### src/rtl/cpu_types_pkg.sv
// rtl/cpu_types_pkg.sv - shared CPU types: register index and pipeline sequencer states
package cpu_types_pkg;

  localparam int REG_W = 5;

  typedef logic [REG_W-1:0] regbits_t;

  typedef enum logic [1:0] {
    RUN   = 2'd0,
    DWAIT = 2'd1,
    DRAIN = 2'd2,
    HALT  = 2'd3
  } stall_state_t;

  // Load in EX writes a register the instruction in ID reads; $zero never hazards.
  function automatic logic load_use_hazard(
    input logic     ex_load,
    input regbits_t ex_rt,
    input regbits_t id_rs,
    input regbits_t id_rt,
    input logic     id_uses_rt
  );
    return ex_load && (ex_rt != '0) &&
           ((ex_rt == id_rs) || (id_uses_rt && (ex_rt == id_rt)));
  endfunction

endpackage

### src/rtl/pipe_perf_cnt.sv
// rtl/pipe_perf_cnt.sv - single saturating event counter
module pipe_perf_cnt #(
  parameter int W = 32
) (
  input  logic         CLK,
  input  logic         nRST,
  input  logic         inc,
  output logic [W-1:0] count
);

  // Count qualifying cycles, sticking at all-ones instead of wrapping.
  always_ff @(posedge CLK or negedge nRST) begin
    if (!nRST) begin
      count <= '0;
    end else if (inc && (count != '1)) begin
      count <= count + W'(1);
    end
  end

endmodule

### src/rtl/pipeline_stall_ctrl.sv
// rtl/pipeline_stall_ctrl.sv - pipeline enable/flush sequencer; PIPE_PERF_EN builds the perf counters
module pipeline_stall_ctrl
  import cpu_types_pkg::*;
#(
  parameter int CNT_W = 32
) (
  input  logic             CLK,
  input  logic             nRST,
  input  logic             ihit,
  input  logic             dhit,
  input  logic             exmem_dmemREN,
  input  logic             exmem_dmemWEN,
  input  logic             halt_mem,
  input  logic             idex_dmemREN,
  input  regbits_t         idex_rt,
  input  regbits_t         ifid_rs,
  input  regbits_t         ifid_rt,
  input  logic             ifid_uses_rt,
  input  logic [1:0]       pcsrc,
  output logic             pc_EN,
  output logic             ifid_EN,
  output logic             idex_EN,
  output logic             exmem_EN,
  output logic             memwb_EN,
  output logic             ifid_flush,
  output logic             idex_flush,
  output logic             halted,
  output logic [CNT_W-1:0] cnt_lu,
  output logic [CNT_W-1:0] cnt_dwait,
  output logic [CNT_W-1:0] cnt_flush
);

  stall_state_t state, state_nxt;
  logic dmiss, lu;
  logic win_lu, win_dwait, win_flush;

  assign dmiss = (exmem_dmemREN | exmem_dmemWEN) & ~dhit;
  assign lu    = load_use_hazard(idex_dmemREN, idex_rt, ifid_rs, ifid_rt, ifid_uses_rt);

  // Only the sequencer state is registered; everything else follows the inputs this cycle.
  always_ff @(posedge CLK or negedge nRST) begin
    if (!nRST) state <= RUN;
    else       state <= state_nxt;
  end

  // Fixed-priority arbitration: memory wait > halt > branch flush > load-use > fetch miss.
  always_comb begin
    pc_EN      = 1'b1;
    ifid_EN    = 1'b1;
    idex_EN    = 1'b1;
    exmem_EN   = 1'b1;
    memwb_EN   = 1'b1;
    ifid_flush = 1'b0;
    idex_flush = 1'b0;
    halted     = 1'b0;
    win_lu     = 1'b0;
    win_dwait  = 1'b0;
    win_flush  = 1'b0;
    state_nxt  = state;
    case (state)
      RUN, DWAIT: begin
        if (dmiss) begin
          {pc_EN, ifid_EN, idex_EN, exmem_EN, memwb_EN} = 5'b0;
          win_dwait = 1'b1;
          state_nxt = DWAIT;
        end else if (halt_mem) begin
          {pc_EN, ifid_EN, idex_EN, exmem_EN} = 4'b0;
          state_nxt = DRAIN;
        end else begin
          state_nxt = RUN;
          if (pcsrc != 2'b00) begin
            // The redirect must load the PC even if the current fetch has not returned.
            ifid_flush = 1'b1;
            idex_flush = 1'b1;
            win_flush  = 1'b1;
          end else if (lu) begin
            pc_EN      = 1'b0;
            ifid_EN    = 1'b0;
            idex_flush = 1'b1;
            win_lu     = 1'b1;
          end else if (!ihit) begin
            pc_EN      = 1'b0;
            ifid_flush = 1'b1;
          end
        end
      end
      DRAIN: begin
        {pc_EN, ifid_EN, idex_EN, exmem_EN, memwb_EN} = 5'b0;
        state_nxt = HALT;
      end
      default: begin
        {pc_EN, ifid_EN, idex_EN, exmem_EN, memwb_EN} = 5'b0;
        halted = 1'b1;
      end
    endcase
    // Reset forces quiet outputs at once, whatever the stored state is.
    if (!nRST) begin
      {pc_EN, ifid_EN, idex_EN, exmem_EN, memwb_EN} = 5'b0;
      ifid_flush = 1'b0;
      idex_flush = 1'b0;
      halted     = 1'b0;
      win_lu     = 1'b0;
      win_dwait  = 1'b0;
      win_flush  = 1'b0;
    end
  end

`ifdef PIPE_PERF_EN
  pipe_perf_cnt #(.W(CNT_W)) u_cnt_lu (
    .CLK(CLK), .nRST(nRST), .inc(win_lu), .count(cnt_lu)
  );
  pipe_perf_cnt #(.W(CNT_W)) u_cnt_dwait (
    .CLK(CLK), .nRST(nRST), .inc(win_dwait), .count(cnt_dwait)
  );
  pipe_perf_cnt #(.W(CNT_W)) u_cnt_flush (
    .CLK(CLK), .nRST(nRST), .inc(win_flush), .count(cnt_flush)
  );
`else
  logic perf_unused;
  assign perf_unused = win_lu ^ win_dwait ^ win_flush;
  assign cnt_lu      = '0;
  assign cnt_dwait   = '0;
  assign cnt_flush   = '0;
`endif

endmodule

### config.mk
export PLATFORM = sky130hd
export DESIGN_NAME = pipeline_stall_ctrl
export DESIGN_NICKNAME = d
export VERILOG_FILES = /design/src/rtl/cpu_types_pkg.sv /design/src/rtl/pipe_perf_cnt.sv /design/src/rtl/pipeline_stall_ctrl.sv
export SDC_FILE = /design/constraint.sdc
export NUM_CORES = 1
export LEC_CHECK = 0
export CORE_MARGIN = 4
export CORE_UTILIZATION = 25
export DETAILED_ROUTE_END_ITERATION = 7
export PLACE_DENSITY = 0.77
export SLEW_MARGIN = 20
export SYNTH_ARGS = -nofsm -noshare
export SYNTH_HDL_FRONTEND = slang
export SYNTH_SLANG_ARGS = --single-unit
### constraint.sdc
create_clock -name CLK -period 1.84 [get_ports CLK]
set_input_delay 0.368 -clock CLK [delete_from_list [all_inputs] [get_ports CLK]]
set_output_delay 0.368 -clock CLK [all_outputs]
set_load 0.02 [all_outputs]
---- Yosys cells after proc, flatten, opt, wreduce, memory -nomap -nowiden ----
Index checks and enable logic that the tools add are counted.
word-level totals
  register bits ........................... 2
  bits of input ports ..................... 26
  output and inout bits ................... 104
  word-level logic and storage cells ...... 56
cells by class
  equality and inequality tests ........... 4
  multiplexer cells ....................... 38
  bitwise logic cells ..................... 3
  reductions and logical operators ........ 10
operators with widths
  cell                                                                    count
  1-bit two-way mux                                                       35
  5-bit equality test                                                     2
  5-bit nonzero test                                                      1
  2-bit two-way mux                                                       2
  2-bit case mux with 2 select lines                                      1
  2-bit nonzero test                                                      2
  1-bit logical AND                                                       3
  3-bit OR reduction                                                      1
  2-bit by 1-bit equality test with 1-bit output (second input constant)  1
  2-bit equality test (second input constant)                             1
  2-bit zero test                                                         1
  2-bit OR reduction                                                      1
  1-bit AND                                                               1
  1-bit logical OR                                                        1
  1-bit NOT                                                               1
  1-bit OR                                                                1

---- Longest topological paths before layout ----
  depth after elaboration ................. 10
  gate-level depth with buffers ........... 6

---- Least setup slack after synthesis ----
No wires, ideal clock.
  path type ............................... input to output
  start point ............................. in exmem_dmemWEN
  end point ............................... out idex_flush
  arrival time ............................ 1535 ps
  slack ................................... -63 ps
  stages .................................. 6
  cells stage by stage .................... o21bai_1 > nor2b_1 > and2_1 > nand2b_1 > inv_1 > o31a_1
on the way
  word-level cells in the longest chain between the ends .. 5
RTL lines
  element            line                       text
  start, declared    pipeline_stall_ctrl.sv:12  input logic exmem_dmemWEN,
  1-bit OR           pipeline_stall_ctrl.sv:37  assign dmiss = (exmem_dmemREN | exmem_dmemWEN) & ~dhit;
  1-bit AND          pipeline_stall_ctrl.sv:37
  1-bit two-way mux  pipeline_stall_ctrl.sv:62  if (dmiss) begin
  1-bit two-way mux  pipeline_stall_ctrl.sv:60  case (state)
  1-bit two-way mux  pipeline_stall_ctrl.sv:97  if (!nRST) begin
  end, declared      pipeline_stall_ctrl.sv:26  output logic idex_flush,
No other way between the ends.

---- Worst setup path after layout ----
  start point ............................. in idex_rt[4]
  end point ............................... out idex_flush
on the way
  word-level cells in the longest chain between the ends .. 10
RTL lines
  element              line                       text
  start, declared      pipeline_stall_ctrl.sv:15  input regbits_t idex_rt,
  5-bit equality test  cpu_types_pkg.sv:24        ((ex_rt == id_rs) || (id_uses_rt && (ex_rt == id_rt)));
  1-bit logical AND    cpu_types_pkg.sv:24
  1-bit logical OR     cpu_types_pkg.sv:24
  1-bit logical AND *  cpu_types_pkg.sv:23        return ex_load && (ex_rt != '0) &&
  1-bit two-way mux *  -
  1-bit two-way mux *  pipeline_stall_ctrl.sv:71  if (pcsrc != 2'b00) begin
  1-bit two-way mux *  pipeline_stall_ctrl.sv:66  end else if (halt_mem) begin
  1-bit two-way mux *  pipeline_stall_ctrl.sv:62
  1-bit two-way mux *  pipeline_stall_ctrl.sv:60
  1-bit two-way mux *  pipeline_stall_ctrl.sv:97
Every way passes the cells marked *; elsewhere a longest branch is shown, timed or not.

==> results.ini <==
[run_status]
status=complete, but fails checks
violations=negative setup slack

[floorplan]
die-area_mm2=0.00514
die_x_um=71.7
io_pins=130
rows=22
initial_core_util_pct=26.7
die_y_um=71.7
fp.coreArea_mm2=0.00380

[cells_and_area]
syn2layout_area_growth_pct=17.5
num_antenna_cells=0
nets=203
top_regs=state x2
finalNonFillerCells=223
final_layout_size_suffix_gt1_share_pct=25.1
largest_register=state
largest_reg_flops=2

[global_routing]
antenna_found_initial=0
grt_pass1_wl_um=2300
overflow=0
track_usage_pct=5.77
grt_pass1_vias=554
grt_max_degree=5

[logic_synthesis]
synth_top_family_by_area=buffers and inverters
ys_warn_count=0
synthXorXnorAreaFrac_pct=8.63
synthAdderAreaFrac_pct=0
synth_seq_area_share_pct=4.93
synth_top_cell_by_area=buf_4
yosysUniqueCellTypes=22
synth_edf_count=0
synthCells=132
yosys.area_share.simple_pct=6.04
synth_seq_cells=2
synth_common_cells=97 x buf_4, 9 x xor2_1, 3 x a21oi_1
synthMuxAreaShare_pct=0
yosysMostFrequentCell=buf_4
synth-compound-area-share_pct=7.52
synthFlopType=dfrtp_1
synth_area_leaders=buf_4 72%, xor2_1 7.8%, dfrtp_1 4.9%
synthesis.area_mm2=0.00101
synth.avg_cell_area_um2=7.69
async_flop_share_pct=100
synth_top_area_share_pct=71.8

[clock_tree]
clk_latency_ns=0.21
cts_tree=yes
htree_levels=1
cts-root-buf=clkbuf_8
clockBufferDepth=2
clk_pin_slew_worst_paths_ns=0.03
holdBufCountCts=0
cts-buffers-inserted=3
cts_num_sinks=2

[placed_design]
place_hpwl_um=1750
place_congestion=0.620
numPortBuffers=33
dp.cells=218

[routing]
drt-initial-drc-count=5
detail-route-antenna-nets=0
viasPerCell=3.01
drc=0
dr.pass1.iters=4
wire_per_inst_um=8.57
vias=672
drt-total-wl_um=1910

[power_and_ir_drop]
cellLeakagePower_nw=0.678
pwr-share-seq_pct=8.8
clkPwrFrac_pct=34.0
p_sw_w=0.000255
irDropWorstVdd_uv=178
power_frac_comb_pct=57.2
swShare_pct=50.6
p_int_w=0.000249
p_per_area_mw_per_mm2=422

[worst_setup_path]
start_kind=input pin
cp_max_fo=3
worstPathRequired_ns=1.47
cp-end-kind=output port
worst-setup-path-type=input pin to output port
arrival_ns=1.65

[sta]
min_period_over_period_pct=110
rsz0062_at_grt=true
min_period_ns=2.02
hold_violations=0
drv_slew=0
finalSetupTns_ns=-0.592
fin_skew_ns=0.000936
setup_violations=4
layout_setup_ws_ns=-0.178
fmax_mhz=496

[min_path]
hold_path_class=input pin to asynchronous set/reset pin

[job]
cap_violations=0

-- power groups by stage --
| stage | combinational (W) | sequential (W) | clock [W] |
|---|---|---|---|
| after CTS | 0.000278 | 0.0000444 | 0.000175 |
| final | 0.000288 | 0.0000444 | 0.000171 |
| after floorplan | 0.000356 | 0.0000448 | 0 |
| after global placement | 0.000273 | 0.0000448 | 0 |
| after global routing | 0.000306 | 0.0000443 | 0.000185 |
| after detailed placement | 0.000275 | 0.0000448 | 0 |
-- cells in the final DEF, fill, tap and decap left out, types with 2 or more instances in the layout --
cell,count
buf_6,8
buf_4,7
xor2_2,2
clkdlybuf4s15_1,2
conb_1,96
buf_2,2
clkbuf_8,3
xor2_1,7
a21oi_2,2
dfrtp_1,2
nor2_1,2
clkdlybuf4s50_1,7
clkbuf_2,6
dlygate4sd2_1,9
-- layer usage --
| metal | GRT usage (%) | routed length [um] | vias to the layer above |
|---|---|---|---|
| met4 | 3.76 | 38 | 0 |
| met5 | 0 | 0 | - |
| li1 | - | - | 307 |
| met1 | 4.46 | 433 | 281 |
| met2 | 11.9 | 1070 | 80 |
| met3 | 1.68 | 365 | 4 |
-- critical path, cell delays in order --
cell,delay (ns)
buf_8,0.09
buf_6,0.11
xor2_2,0.14
nor4_2,0.30
a32oi_2,0.20
nor2_2,0.16
o31a_1,0.16
buf_6,0.12
-- metrics by stage --
| step | instance area [um^2] | setup slack [ns] | util [%] | hold WS [ns] | power (W) |
|---|---|---|---|---|---|
| global placement | 1090 | -1.05 | 28.8 | 0.528 | 0.000318 |
| global route | 1190 | -0.246 | 31.4 | 0.475 | 0.000536 |
| finish | 1190 | -0.178 | 31.4 | 0.450 | 0.000503 |
| detailed placement | 1090 | -1.09 | 28.8 | 0.535 | 0.000319 |
| floorplan | 1380 | -0.0237 | - | 0.0724 | 0.000401 |
| CTS | 1180 | -0.255 | 31.1 | 0.455 | 0.000497 |
-- cell families (layout without fill, tap and decap cells) --
| group | after synthesis | after routing |
|---|---|---|
| flops | 2 | 2 |
| other cells | 1 | 96 |
| simple gates | 10 | 10 |
| compound gates | 10 | 10 |
| buf+inv | 99 | 47 |
| xor+xnor | 10 | 10 |
-- layout make-up --
class	instances	area [um^2]
fill	430	2610
clock buffer	3	41.3
sequential	2	50.0
multi-input combinational	126	667
timing repair buffer	42	367
inverter	2	7.51
tap	48	60.1
-- path summary, 6_finish.rpt --
kind                                      start                    to  slack (ns)  cells past startpoint
min reg2reg                state[1]$_DFFE_PN0P_  state[1]$_DFFE_PN0P_        0.60                      2
max reg2reg                state[1]$_DFFE_PN0P_  state[0]$_DFFE_PN0P_        1.01                      4
min                                        nRST  state[1]$_DFFE_PN0P_        0.45                      2
min in group CLK                  exmem_dmemWEN  state[1]$_DFFE_PN0P_        0.55                      3
max                                  idex_rt[4]            idex_flush       -0.18                      8
max in group asynchronous                  nRST  state[0]$_DFFE_PN0P_        1.30                      2
-- what timing repair did --
item / in CTS / in global routing
resized for setup: 81 / 17
endpoints found under the hold margin: 0 / 0
pin swaps: 15 / 13
setup endpoints to repair: 8 / 8
setup buffers: 2 / 0
No activity file was read; power rests on OpenSTA's default activity.
